[config.mk]
export PLATFORM = sky130hd
export DESIGN_NAME = interrupt_controller
export DESIGN_NICKNAME = d
export VERILOG_FILES = /design/src/rtl/interrupt_controller.sv
export SDC_FILE = /design/constraint.sdc
export NUM_CORES = 1
export LEC_CHECK = 0
export ABC_AREA = 0
export CORE_ASPECT_RATIO = 1.5
export CORE_MARGIN = 8
export CORE_UTILIZATION = 40
export CTS_CLUSTER_SIZE = 40
export DETAILED_ROUTE_END_ITERATION = 12
export PLACE_DENSITY_LB_ADDON = 0.05
export SKIP_CTS_REPAIR_TIMING = 1
export SLEW_MARGIN = 15
export SYNTH_ARGS = -nofsm -noshare
export SYNTH_HDL_FRONTEND = slang
export SYNTH_SLANG_ARGS = --single-unit
[constraint.sdc]
create_clock -name clk -period 1.4 [get_ports clk]
set_input_delay 0.28 -clock clk [delete_from_list [all_inputs] [get_ports clk]]
set_output_delay 0.28 -clock clk [all_outputs]
set_load 0.01 [all_outputs]
[src/rtl/interrupt_controller.sv]
// rtl/interrupt_controller.sv - prioritised interrupt controller with register window and req/ack/done handshake
module interrupt_controller #(
    parameter int NUM_SOURCES = 4,
    parameter int ID_WIDTH    = 2
) (
    input  logic                   clk,
    input  logic                   reset,
    input  logic [NUM_SOURCES-1:0] src_in,
    input  logic [1:0]             reg_addr,
    input  logic [31:0]            reg_wdata,
    input  logic                   reg_we,
    input  logic                   reg_re,
    output logic [31:0]            reg_rdata,
    output logic                   irq_req,
    output logic [ID_WIDTH-1:0]    irq_id,
    input  logic                   irq_ack,
    input  logic                   irq_done,
    output logic                   irq_active
);

    localparam int N = NUM_SOURCES;

    typedef enum logic [1:0] {
        ST_IDLE    = 2'd0,
        ST_REQUEST = 2'd1,
        ST_ACTIVE  = 2'd2
    } state_e;

    logic [N-1:0]        sync1_q, sync2_q, syncd_q;
    logic [N-1:0]        enable_q, enable_d;
    logic [N-1:0]        pending_q, pending_d;
    logic [N-1:0]        edge_sel_q, edge_sel_d;
    state_e              state_q, state_d;
    logic [ID_WIDTH-1:0] irq_id_q, irq_id_d;
    logic                irq_req_q, irq_active_q;
    logic [31:0]         rdata_q, rdata_d;

    logic                wr_enable, wr_pending, wr_edge_sel;
    logic [N-1:0]        rise, w1c, to_edge, ack_clr, edge_next, level_next;
    logic [N-1:0]        eligible, id_onehot;
    logic                any_eligible;
    logic [ID_WIDTH-1:0] winner;
    logic [31:0]         rd_val;
    logic                unused_wdata;

    assign unused_wdata = ^reg_wdata[31:N];

    assign wr_enable   = reg_we && (reg_addr == 2'd0);
    assign wr_pending  = reg_we && (reg_addr == 2'd1);
    assign wr_edge_sel = reg_we && (reg_addr == 2'd2);

    assign rise         = sync2_q & ~syncd_q;
    assign eligible     = pending_q & enable_q;
    assign any_eligible = |eligible;
    assign id_onehot    = N'(1) << irq_id_q;

    // Lowest-index eligible source wins
    always_comb begin
        winner = '0;
        for (int i = N - 1; i >= 0; i--) begin
            if (eligible[i]) begin
                winner = ID_WIDTH'(i);
            end
        end
    end

    // Handshake FSM: next state, id capture and the ack-driven pending clear
    always_comb begin
        state_d  = state_q;
        irq_id_d = irq_id_q;
        ack_clr  = '0;
        case (state_q)
            ST_IDLE: begin
                if (any_eligible) begin
                    state_d  = ST_REQUEST;
                    irq_id_d = winner;
                end
            end
            ST_REQUEST: begin
                if (irq_ack) begin
                    state_d = ST_ACTIVE;
                    ack_clr = id_onehot;
                end else if (!(|(eligible & id_onehot))) begin
                    state_d = ST_IDLE;
                end
            end
            ST_ACTIVE: begin
                if (irq_done) begin
                    state_d = ST_IDLE;
                end
            end
            default: state_d = ST_IDLE;
        endcase
    end

    // Pending update: edge bits latch rising edges (set beats clear), level bits follow the synchronised line
    always_comb begin
        w1c        = wr_pending ? reg_wdata[N-1:0] : '0;
        to_edge    = wr_edge_sel ? (reg_wdata[N-1:0] & ~edge_sel_q) : '0;
        edge_next  = rise | (pending_q & ~(w1c | ack_clr));
        level_next = (sync2_q & ~to_edge) | (rise & to_edge);
        pending_d  = (edge_sel_q & edge_next) | (~edge_sel_q & level_next);
        enable_d   = wr_enable ? reg_wdata[N-1:0] : enable_q;
        edge_sel_d = wr_edge_sel ? reg_wdata[N-1:0] : edge_sel_q;
    end

    // Read mux samples pre-write state so a simultaneous write is not visible
    always_comb begin
        rd_val = '0;
        case (reg_addr)
            2'd0: rd_val[N-1:0] = enable_q;
            2'd1: rd_val[N-1:0] = pending_q;
            2'd2: rd_val[N-1:0] = edge_sel_q;
            default: begin
                rd_val[31]           = any_eligible;
                rd_val[ID_WIDTH-1:0] = winner;
            end
        endcase
        rdata_d = reg_re ? rd_val : rdata_q;
    end

    // State registers, synchronisers and registered outputs
    always_ff @(posedge clk or negedge reset) begin
        if (!reset) begin
            sync1_q      <= '0;
            sync2_q      <= '0;
            syncd_q      <= '0;
            enable_q     <= '0;
            pending_q    <= '0;
            edge_sel_q   <= '1;
            state_q      <= ST_IDLE;
            irq_id_q     <= '0;
            irq_req_q    <= 1'b0;
            irq_active_q <= 1'b0;
            rdata_q      <= '0;
        end else begin
            sync1_q      <= src_in;
            sync2_q      <= sync1_q;
            syncd_q      <= sync2_q;
            enable_q     <= enable_d;
            pending_q    <= pending_d;
            edge_sel_q   <= edge_sel_d;
            state_q      <= state_d;
            irq_id_q     <= irq_id_d;
            irq_req_q    <= (state_d == ST_REQUEST);
            irq_active_q <= (state_d == ST_ACTIVE);
            rdata_q      <= rdata_d;
        end
    end

    assign reg_rdata  = rdata_q;
    assign irq_req    = irq_req_q;
    assign irq_id     = irq_id_q;
    assign irq_active = irq_active_q;

endmodule

==> flow_metrics.env, run 1 <==
export IMPL_grt_overflow_total=0
export IMPL_stdcell_area_um2=2130
export IMPL_worst_setup_path_start_kind="flop"
export IMPL_clkTransAtPathRegs_ns=0.08
export IMPL_crit_required_ns=1.58
export IMPL_via_per_inst=4.80
export IMPL_slowest_delay_ns=0.49
export IMPL_io_pins=80
export IMPL_synth_ff_type="dfrtp_1"
export IMPL_reg2reg_depth=3
export IMPL_crit_fanout=3
export IMPL_totalPowerFinal_w=0.00298
export IMPL_pwr_density_cell_nw_per_um2=1400
export IMPL_maxCapViolCount=0
export IMPL_dpl_cell_area_um2=1990
export IMPL_clock_path_buffers=2
export IMPL_final_nets=244
export IMPL_synth_top_family_by_area="buffers and inverters"
export IMPL_wire_per_inst_um=15.1
export IMPL_antenna_found_initial=0
export IMPL_synth_xor_area_share_pct=0
export IMPL_report_final_slew_viol_count=0
export IMPL_outcome="complete, no violations"
export IMPL_die_area_um2=6410
export IMPL_row_count=28
export IMPL_async_reset_ff_share_pct=100
export IMPL_tritoncts_num_buffers=5
export IMPL_synth_warnings=0
export IMPL_drt_iter0_drc=29
export IMPL_path_class="flop to flop"
export IMPL_area_growth_pct=30.9
export IMPL_r2r_start="enable_q[1]$_DFFE_PN0P_"
export IMPL_vias=1182
export IMPL_synth_edf_count=0
export IMPL_cts_sinks=35
export IMPL_gp_congestion=0.807
export IMPL_initial_core_util_pct=41.5
export IMPL_clock_skew_ns=0.00746
export IMPL_drive_gt1_share_pct=22.9
export IMPL_synth_compound_area_share_pct=12.9
export IMPL_postSynthAreaPerCell_um2=10.9
export IMPL_cts_root_buf="clkbuf_8"
export IMPL_final_hold_viol_count=0
export IMPL_grt_pass1_vias=1249
export IMPL_cts_tree="built"
export IMPL_diodes=0
export IMPL_yosys_area_top_type="dfrtp_1"
export IMPL_drtAntennaViolNets=0
export IMPL_period_share_pct=96.8
export IMPL_grtUsageTotal_pct=11.8
export IMPL_arrival_ns=1.53
export IMPL_port_buffers=24
export IMPL_clock_latency_ns=0.29
export IMPL_finalSetupViolCount=0
export IMPL_synth_cells=149
export IMPL_synth_distinct_cells=29
export IMPL_p_leak_nw=1.16
export IMPL_startpoint="enable_q[1]$_DFFE_PN0P_"
export IMPL_synth_seq_area_share_pct=54.1
export IMPL_endpoint="state_q[0]$_DFF_PN0_"
export IMPL_synth_most_common_cell="dfrtp_1"
export IMPL_hold_class="flop to flop"
export IMPL_worst_path_max_delay_cell="mux4_2"
export IMPL_synth_top_area_share_pct=47.7
export IMPL_synth_simple_area_share_pct=10.8
export IMPL_netlist_area_um2=1630
export IMPL_r2r_slack_ns=0.04
export IMPL_netlist_top_cells_count="dfrtp_1 (31), buf_4 (27), nand2_1 (15), nor2_1 (9), a21oi_1 (8)"
export IMPL_cp_end_kind="flop"
export IMPL_min_period_ns=1.36
export IMPL_synth_adder_area_share_pct=0
export IMPL_die_y_um=94.1
export IMPL_htree_levels=2
export IMPL_drcViolationCount=0
export IMPL_ys_ff_latch=35
export IMPL_grt_pass1_wl_um=5770
export IMPL_grt_max_degree=36
export IMPL_drt_total_wl_um=3710
export IMPL_core_area_um2=3920
export IMPL_dpl_hpwl_um=2890
export IMPL_synth_area_leaders="dfrtp_1 (48%), buf_4 (12%), dfstp_2 (6.5%), mux2_2 (3.5%), nand2_1 (3.5%)"
export IMPL_ir_drop_uv=886
export IMPL_r2r_end="state_q[0]$_DFF_PN0_"
export IMPL_die_w_um=68.1
export IMPL_drt_first_pass_iters=4
export IMPL_max_freq_ghz=0.738
export IMPL_rsz0062_at_grt="true"
export IMPL_crit_chain="nand2_1, mux4_2, o41ai_1"
export IMPL_synthMuxAreaShare_pct=7.92
==> cell families after synthesis <==
logic type | count (synthesis)
mux | 11
buf+inv | 33
simple gates | 37
flops | 35
compound gates | 32
other cells | 1
==> metal layers <==
layer	routed length [µm]	up-vias	global-route usage (%)
met3	256	6	2.99
met2	1980	40	21.5
met1	1400	572	11.9
met4	70	0	5.49
li1	-	564	-
met5	0	-	0
==> placed cells by master, fill, tap and decap left out, types with 2 or more instances in the layout <==
master	count
o21ai_1	4
conb_1	27
inv_1	3
dfstp_2	4
clkinvlp_4	2
mux2_2	5
mux2i_1	5
clkdlybuf4s50_1	13
clkbuf_8	5
a21o_1	7
o21ai_0	4
dfrtp_1	31
buf_4	23
dlymetal6s2s_1	11
o2bb2ai_1	2
nand2_1	15
nand3_1	3
nor2_1	9
a21oi_1	8
a221oi_1	2
and3_1	5
==> worst min path at each step <==
stage / start / endpoint / cells past startpoint
after detailed placement: sync1_q[0]$_DFF_PN0_ / sync2_q[0]$_DFF_PN0_ / 0
final: sync1_q[3]$_DFF_PN0_ / sync2_q[3]$_DFF_PN0_ / 0
after global placement: sync1_q[3]$_DFF_PN0_ / sync2_q[3]$_DFF_PN0_ / 0
after floorplan: reset / enable_q[0]$_DFFE_PN0P_ / 0
after global routing: sync1_q[1]$_DFF_PN0_ / sync2_q[1]$_DFF_PN0_ / 0
after CTS: reset / sync1_q[3]$_DFF_PN0_ / 2
==> sequential cells by signal, summed over array words and instances (netlist names) <==
name	cells
edge_sel_q	4
enable_q	4
irq_active	1
irq_id	2
irq_req	1
pending_q	4
reg_rdata	5
state_q	2
sync1_q	4
sync2_q	4
syncd_q	4
==> cell type report <==
class                   count  area [µm²]
inverters                   3        11.3
repair buffers             48         460
clock inverters             3        20.0
well taps                  45        56.3
multi-input cells         107         633
clock buffers               5        68.8
fillers                   365        1790
flip-flops and latches     35         881
==> power by group <==
group	switching [W]	total, W	internal (W)
combinational	0.000434	0.000922	0.000488
sequential	0.000126	0.00133	0.00120
clock	0.000383	0.000728	0.000346
==> per-stage QoR <==
| step | hold WS (ns) | setup WS, ns | setup TNS (ns) | cells | utilization, % |
|---|---|---|---|---|---|
| global placement | 0.334 | -0.293 | -3.82 | 237 | 50.7 |
| floorplan | -0.0156 | 0.0710 | 0 | 175 | - |
| global route | 0.359 | -0.0136 | -0.0136 | 246 | 54.3 |
| CTS | 0.357 | -0.147 | -0.725 | 245 | 53.0 |
| finish | 0.355 | 0.0445 | 0 | 246 | 54.3 |
| detailed placement | 0.336 | -0.338 | -3.99 | 237 | 50.7 |
==> critical path, delay by kind of cell (launching register included) <==
kind	cells	cell delay, ns
flops	1	0.40
mux	1	0.49
simple gates	1	0.10
compound gates	1	0.25
(Power assumes the default switching activity.)
==> inputs of run 2 (changes only) <==
--- a/config.mk
+++ b/config.mk
@@ -12,7 +12,6 @@
 export CTS_CLUSTER_SIZE = 40
 export DETAILED_ROUTE_END_ITERATION = 12
 export PLACE_DENSITY_LB_ADDON = 0.05
-export SKIP_CTS_REPAIR_TIMING = 1
 export SLEW_MARGIN = 15
 export SYNTH_ARGS = -nofsm -noshare
 export SYNTH_HDL_FRONTEND = slang
==> run 2 against run 1 <==
Effect of this change: wire length is 1.6% lower; via count is 0.68% higher; largest cell class unchanged; non-clock buffer count is 1 lower; first-iteration DRC count is 3.4% lower; sequential share of layout area is 0.84 points higher; largest power group unchanged.
==> flow_metrics.env, run 2 (synthesized netlist as in run 1, its figures left out) <==
export IMPL_period_share_pct=96.9
export IMPL_diodes=0
export IMPL_worst_setup_path_start_kind="flop"
export IMPL_grt_pass1_vias=1249
export IMPL_instances_no_fill=245
export IMPL_min_period_ns=1.36
export IMPL_grtUsageTotal_pct=11.8
export IMPL_outcome="complete, no violations"
export IMPL_hp_start="sync1_q[1]$_DFF_PN0_"
export IMPL_antenna_found_initial=0
export IMPL_slowest_delay_ns=0.49
export IMPL_finalSetupViolCount=0
export IMPL_crit_chain="nand2_1, mux4_2, o41ai_1"
export IMPL_clkTransAtPathRegs_ns=0.08
export IMPL_io_pins=80
export IMPL_cts_root_buf="clkbuf_8"
export IMPL_via_per_inst=4.86
export IMPL_initial_core_util_pct=41.5
export IMPL_ir_drop_uv=842
export IMPL_clock_skew_ns=0.00828
export IMPL_rsz0062_at_grt="false"
export IMPL_r2r_start="enable_q[0]$_DFFE_PN0P_"
export IMPL_p_leak_nw=1.05
export IMPL_grt_overflow_total=0
export IMPL_drtAntennaViolNets=0
export IMPL_drt_first_pass_iters=4
export IMPL_die_w_um=68.1
export IMPL_drcViolationCount=0
export IMPL_drt_iter0_drc=28
export IMPL_placedCellCount=237
export IMPL_path_class="flop to flop"
export IMPL_row_count=28
export IMPL_report_final_slew_viol_count=0
export IMPL_largest_reg_flops=5
export IMPL_holdBufCountCts=0
export IMPL_grt_pass1_wl_um=5770
export IMPL_cts_sinks=35
export IMPL_drt_total_wl_um=3650
export IMPL_startpoint="enable_q[0]$_DFFE_PN0P_"
export IMPL_crit_fanout=3
export IMPL_port_buffers=24
export IMPL_post_cts_buffers=0
export IMPL_drive_gt1_share_pct=23.5
export IMPL_hold_class="flop to flop"
export IMPL_max_freq_ghz=0.737
export IMPL_die_y_um=94.1
export IMPL_clock_path_buffers=2
export IMPL_crit_required_ns=1.58
export IMPL_fillers=372
export IMPL_die_area_um2=6410
export IMPL_pwr_density_cell_nw_per_um2=1400
export IMPL_fin_util_pct=53.2
export IMPL_core_area_um2=3920
export IMPL_tritoncts_num_buffers=5
export IMPL_final_common_cell="dfrtp_1"
export IMPL_wire_per_inst_um=14.9
export IMPL_cp_end_kind="flop"
export IMPL_arrival_ns=1.53
export IMPL_vias=1190
export IMPL_dpl_hpwl_um=2890
export IMPL_worst_path_max_delay_cell="mux4_2"
export IMPL_stdcell_area_um2=2090
export IMPL_clock_latency_ns=0.29
export IMPL_area_growth_pct=28.3
export IMPL_final_cell_mix="dfrtp_1 (31), conb_1 (27), buf_4 (22)"
export IMPL_dpl_cell_area_um2=1990
export IMPL_totalPowerFinal_w=0.00292
export IMPL_final_nets=243
export IMPL_final_hold_viol_count=0
export IMPL_maxCapViolCount=0
export IMPL_gp_congestion=0.807
export IMPL_htree_levels=2
export IMPL_grt_max_degree=36
export IMPL_cts_tree="built"
## run 2: cell type report
type	instances	area, µm²	area share, %
flip-flops and latches	35	881	42.2
inverters	3	11.3	0.539
repair buffers	47	412	19.7
clock inverters	3	20.0	0.959
clock buffers	5	68.8	3.30
multi-input cells	107	639	30.6
well taps	45	56.3	2.70
## run 2: worst max-delay path, delay by kind of cell (launching register included)
family	cells	cell delay, ns
AND/OR/NAND/NOR	1	0.12
AO/OA/AOI/OAI	1	0.25
multiplexers	1	0.49
flip-flops	1	0.38
## run 2: metal layers
metal / share of wire, % / routed length (µm) / GRT usage, % / vias to the layer above
met5: 0 / 0 / 0 / -
met2: 53 / 1940 / 21.5 / 44
met4: 1.9 / 70 / 5.49 / 0
met1: 37 / 1350 / 11.9 / 579
met3: 7.9 / 288 / 2.99 / 6
li1: - / - / - / 561
## run 2: per-stage QoR
stage	setup TNS, ns	hold slack [ns]	setup WS (ns)
finish	0	0.355	0.0436
global route	0	0.359	0.00788
CTS	0	0.357	0.0262
detailed placement	-3.99	0.336	-0.338
global placement	-3.82	0.334	-0.293
floorplan	0	-0.0156	0.0710
## run 2: what timing repair did
action | 4_1_cts | 5_1_grt
endpoints found under the hold margin | 0 | 0
endpoints found under the setup margin | 12 | 4
resized for setup | 13 | 4
## run 2: power by group
part / total (W) / switching (W) / internal [W]
combinational: 0.000857 / 0.000423 / 0.000435
clock: 0.000728 / 0.000382 / 0.000346
sequential: 0.00134 / 0.000134 / 0.00120
total: 0.00292 / 0.000939 / 0.00199
## run 2: final timing paths
check,end,slack (ns),cells after the start
worst max-delay path,state_q[0]$_DFF_PN0_,0.04,3
worst min-delay path,sync2_q[1]$_DFF_PN0_,0.35,0
worst max register to register,state_q[0]$_DFF_PN0_,0.04,3
worst min register to register,sync2_q[1]$_DFF_PN0_,0.35,0
max in group asynchronous,edge_sel_q[0]$_DFFE_PN1P_,0.79,2
min in group asynchronous,reg_rdata[1]$_DFFE_PN0P_,0.36,2
==> inputs of run 3 (changes only) <==
--- a/config.mk
+++ b/config.mk
@@ -6,7 +6,7 @@
 export NUM_CORES = 1
 export LEC_CHECK = 0
 export ABC_AREA = 0
-export CORE_ASPECT_RATIO = 1.5
+export CORE_ASPECT_RATIO = 1.2
 export CORE_MARGIN = 8
 export CORE_UTILIZATION = 40
 export CTS_CLUSTER_SIZE = 40
==> run 3 against run 2 <==
Effect of this change: non-clock buffer count increased by 4; die area decreased by 0.52%; final area increased by 4.4%; total power increased by 3.8%; sequential power about the same; register-to-register slack about the same; count of clock-buffer cells in the layout increased by 2; critical path type unchanged.
==> flow_metrics.env, run 3 (synthesized netlist as in run 1, its figures left out) <==
export IMPL_tritoncts_num_buffers=5
export IMPL_clkTransAtPathRegs_ns=0.07
export IMPL_report_final_slew_viol_count=0
export IMPL_fin_tns_setup_ns=0
export IMPL_worst_setup_path_start_kind="flop"
export IMPL_grtUsageTotal_pct=11.8
export IMPL_htree_levels=2
export IMPL_core_area_um2=3910
export IMPL_dr_wl_met3_um=235
export IMPL_met2_length_um=1840
export IMPL_cts_root_buf="clkbuf_8"
export IMPL_grt_overflow_total=0
export IMPL_finalSetupViolCount=0
export IMPL_dpl_cell_area_um2=2020
export IMPL_drtAntennaViolNets=0
export IMPL_period_share_pct=97.2
export IMPL_instances_no_fill=258
export IMPL_path_class="flop to flop"
export IMPL_crit_fanout=3
export IMPL_max_freq_ghz=0.735
export IMPL_die_y_um=85.9
export IMPL_gp_congestion=0.787
export IMPL_min_period_ns=1.36
export IMPL_grt_max_degree=36
export IMPL_vias=1176
export IMPL_holdBufCountCts=0
export IMPL_drt_met1_wl_um=1390
export IMPL_maxCapViolCount=0
export IMPL_largest_reg_flops=5
export IMPL_placedCellCount=249
export IMPL_hold_class="input pin to async pin"
export IMPL_grt_pass1_vias=1312
export IMPL_final_common_cell="dfrtp_1"
export IMPL_clock_path_buffers=2
export IMPL_drt_first_pass_iters=2
export IMPL_initial_core_util_pct=41.6
export IMPL_drcViolationCount=0
export IMPL_stdcell_area_um2=2180
export IMPL_drt_iter0_drc=34
export IMPL_die_area_um2=6380
export IMPL_clock_latency_ns=0.29
export IMPL_wire_per_inst_um=13.6
export IMPL_port_buffers=24
export IMPL_via_per_inst=4.56
export IMPL_die_w_um=74.2
export IMPL_grt_pass1_wl_um=5810
export IMPL_outcome="complete, no violations"
export IMPL_cts_sinks=35
export IMPL_rsz0062_at_grt="true"
export IMPL_p_leak_nw=1.10
export IMPL_io_pins=80
export IMPL_final_hold_viol_count=0
export IMPL_ir_drop_uv=862
export IMPL_clock_skew_ns=0.00639
export IMPL_dpl_hpwl_um=2800
export IMPL_pwr_density_cell_nw_per_um2=1390
export IMPL_drt_total_wl_um=3500
export IMPL_drive_gt1_share_pct=26.0
export IMPL_cts_tree="built"
export IMPL_row_count=25
export IMPL_cp_end_kind="flop"
export IMPL_crit_required_ns=1.58
export IMPL_antenna_found_initial=0
export IMPL_final_nets=247
export IMPL_dr_max_layer_used="met4"
export IMPL_final_cell_mix="dfrtp_1 (31), conb_1 (27), buf_4 (24)"
export IMPL_diodes=0
export IMPL_totalPowerFinal_w=0.00304
export IMPL_arrival_ns=1.54
export IMPL_area_growth_pct=33.9
run 3: cell count changes in the layout (fill, tap and decap cells not counted), sizes merged:
cell / previous run / this run
buf: 23 / 27
clkinv: 1 / 0
dlygate4sd2: 11 / 9
dlymetal6s2s: 0 / 1
clkbuf: 5 / 7
clkdlybuf4s50: 13 / 14
clkinvlp: 2 / 1
run 3: cell type report:
class                           instances  area [µm²]
Multi-Input combinational cell        107         662
Clock inverter                          1        7.51
Fill cell                             362        1730
Inverter                                3        11.3
Tap cell                               54        67.6
Sequential cell                        35         881
Clock buffer                            7        96.3
Timing Repair Buffer                   51         454
run 3: report_power, final:
part           internal [W]  switching (W)
combinational      0.000451       0.000440
clock              0.000447       0.000359
sequential          0.00121       0.000132
total               0.00210       0.000931
run 3: worst max-delay path, stage by stage, from the launching register on:
cell and delay, ns:
dfrtp_1 0.39, nand2_1 0.11, mux4_2 0.50, o41ai_2 0.25
run 3: layer usage:
| layer | up-vias | global-route usage (%) |
|---|---|---|
| met5 | - | 0 |
| li1 | 568 | - |
| met3 | 5 | 3.85 |
| met2 | 33 | 21.2 |
| met4 | 0 | 4.29 |
| met1 | 570 | 12.1 |
run 3: repair_timing:
action | in CTS | in global routing
endpoints found under the setup margin | 10 | 11
hold endpoints to repair | 0 | 0
setup buffers | 0 | 1
gates resized for setup | 10 | 11
pin swaps | 0 | 2
run 3: stage by stage:
stage                     utilization (%)  setup WS [ns]  hold slack (ns)
after global routing                 55.7       -0.00211            0.363
after CTS                            54.3         0.0157            0.357
after global placement               51.8         -0.264            0.333
after detailed placement             51.8         -0.269            0.338
final                                55.7         0.0398            0.349
after floorplan                         -         0.0710          -0.0156
run 3: worst paths after layout:
check / slack, ns / cells past startpoint / from / end
worst max-delay path: 0.04 / 3 / pending_q[0]$_DFF_PN0_ / state_q[0]$_DFF_PN0_
worst max register to register: 0.04 / 3 / pending_q[0]$_DFF_PN0_ / state_q[0]$_DFF_PN0_
worst min register to register: 0.35 / 0 / sync1_q[2]$_DFF_PN0_ / sync2_q[2]$_DFF_PN0_
worst min-delay path: 0.35 / 2 / reset / pending_q[0]$_DFF_PN0_
max in group asynchronous: 0.80 / 2 / reset / edge_sel_q[1]$_DFFE_PN1P_
min in group clk: 0.35 / 0 / sync1_q[2]$_DFF_PN0_ / sync2_q[2]$_DFF_PN0_
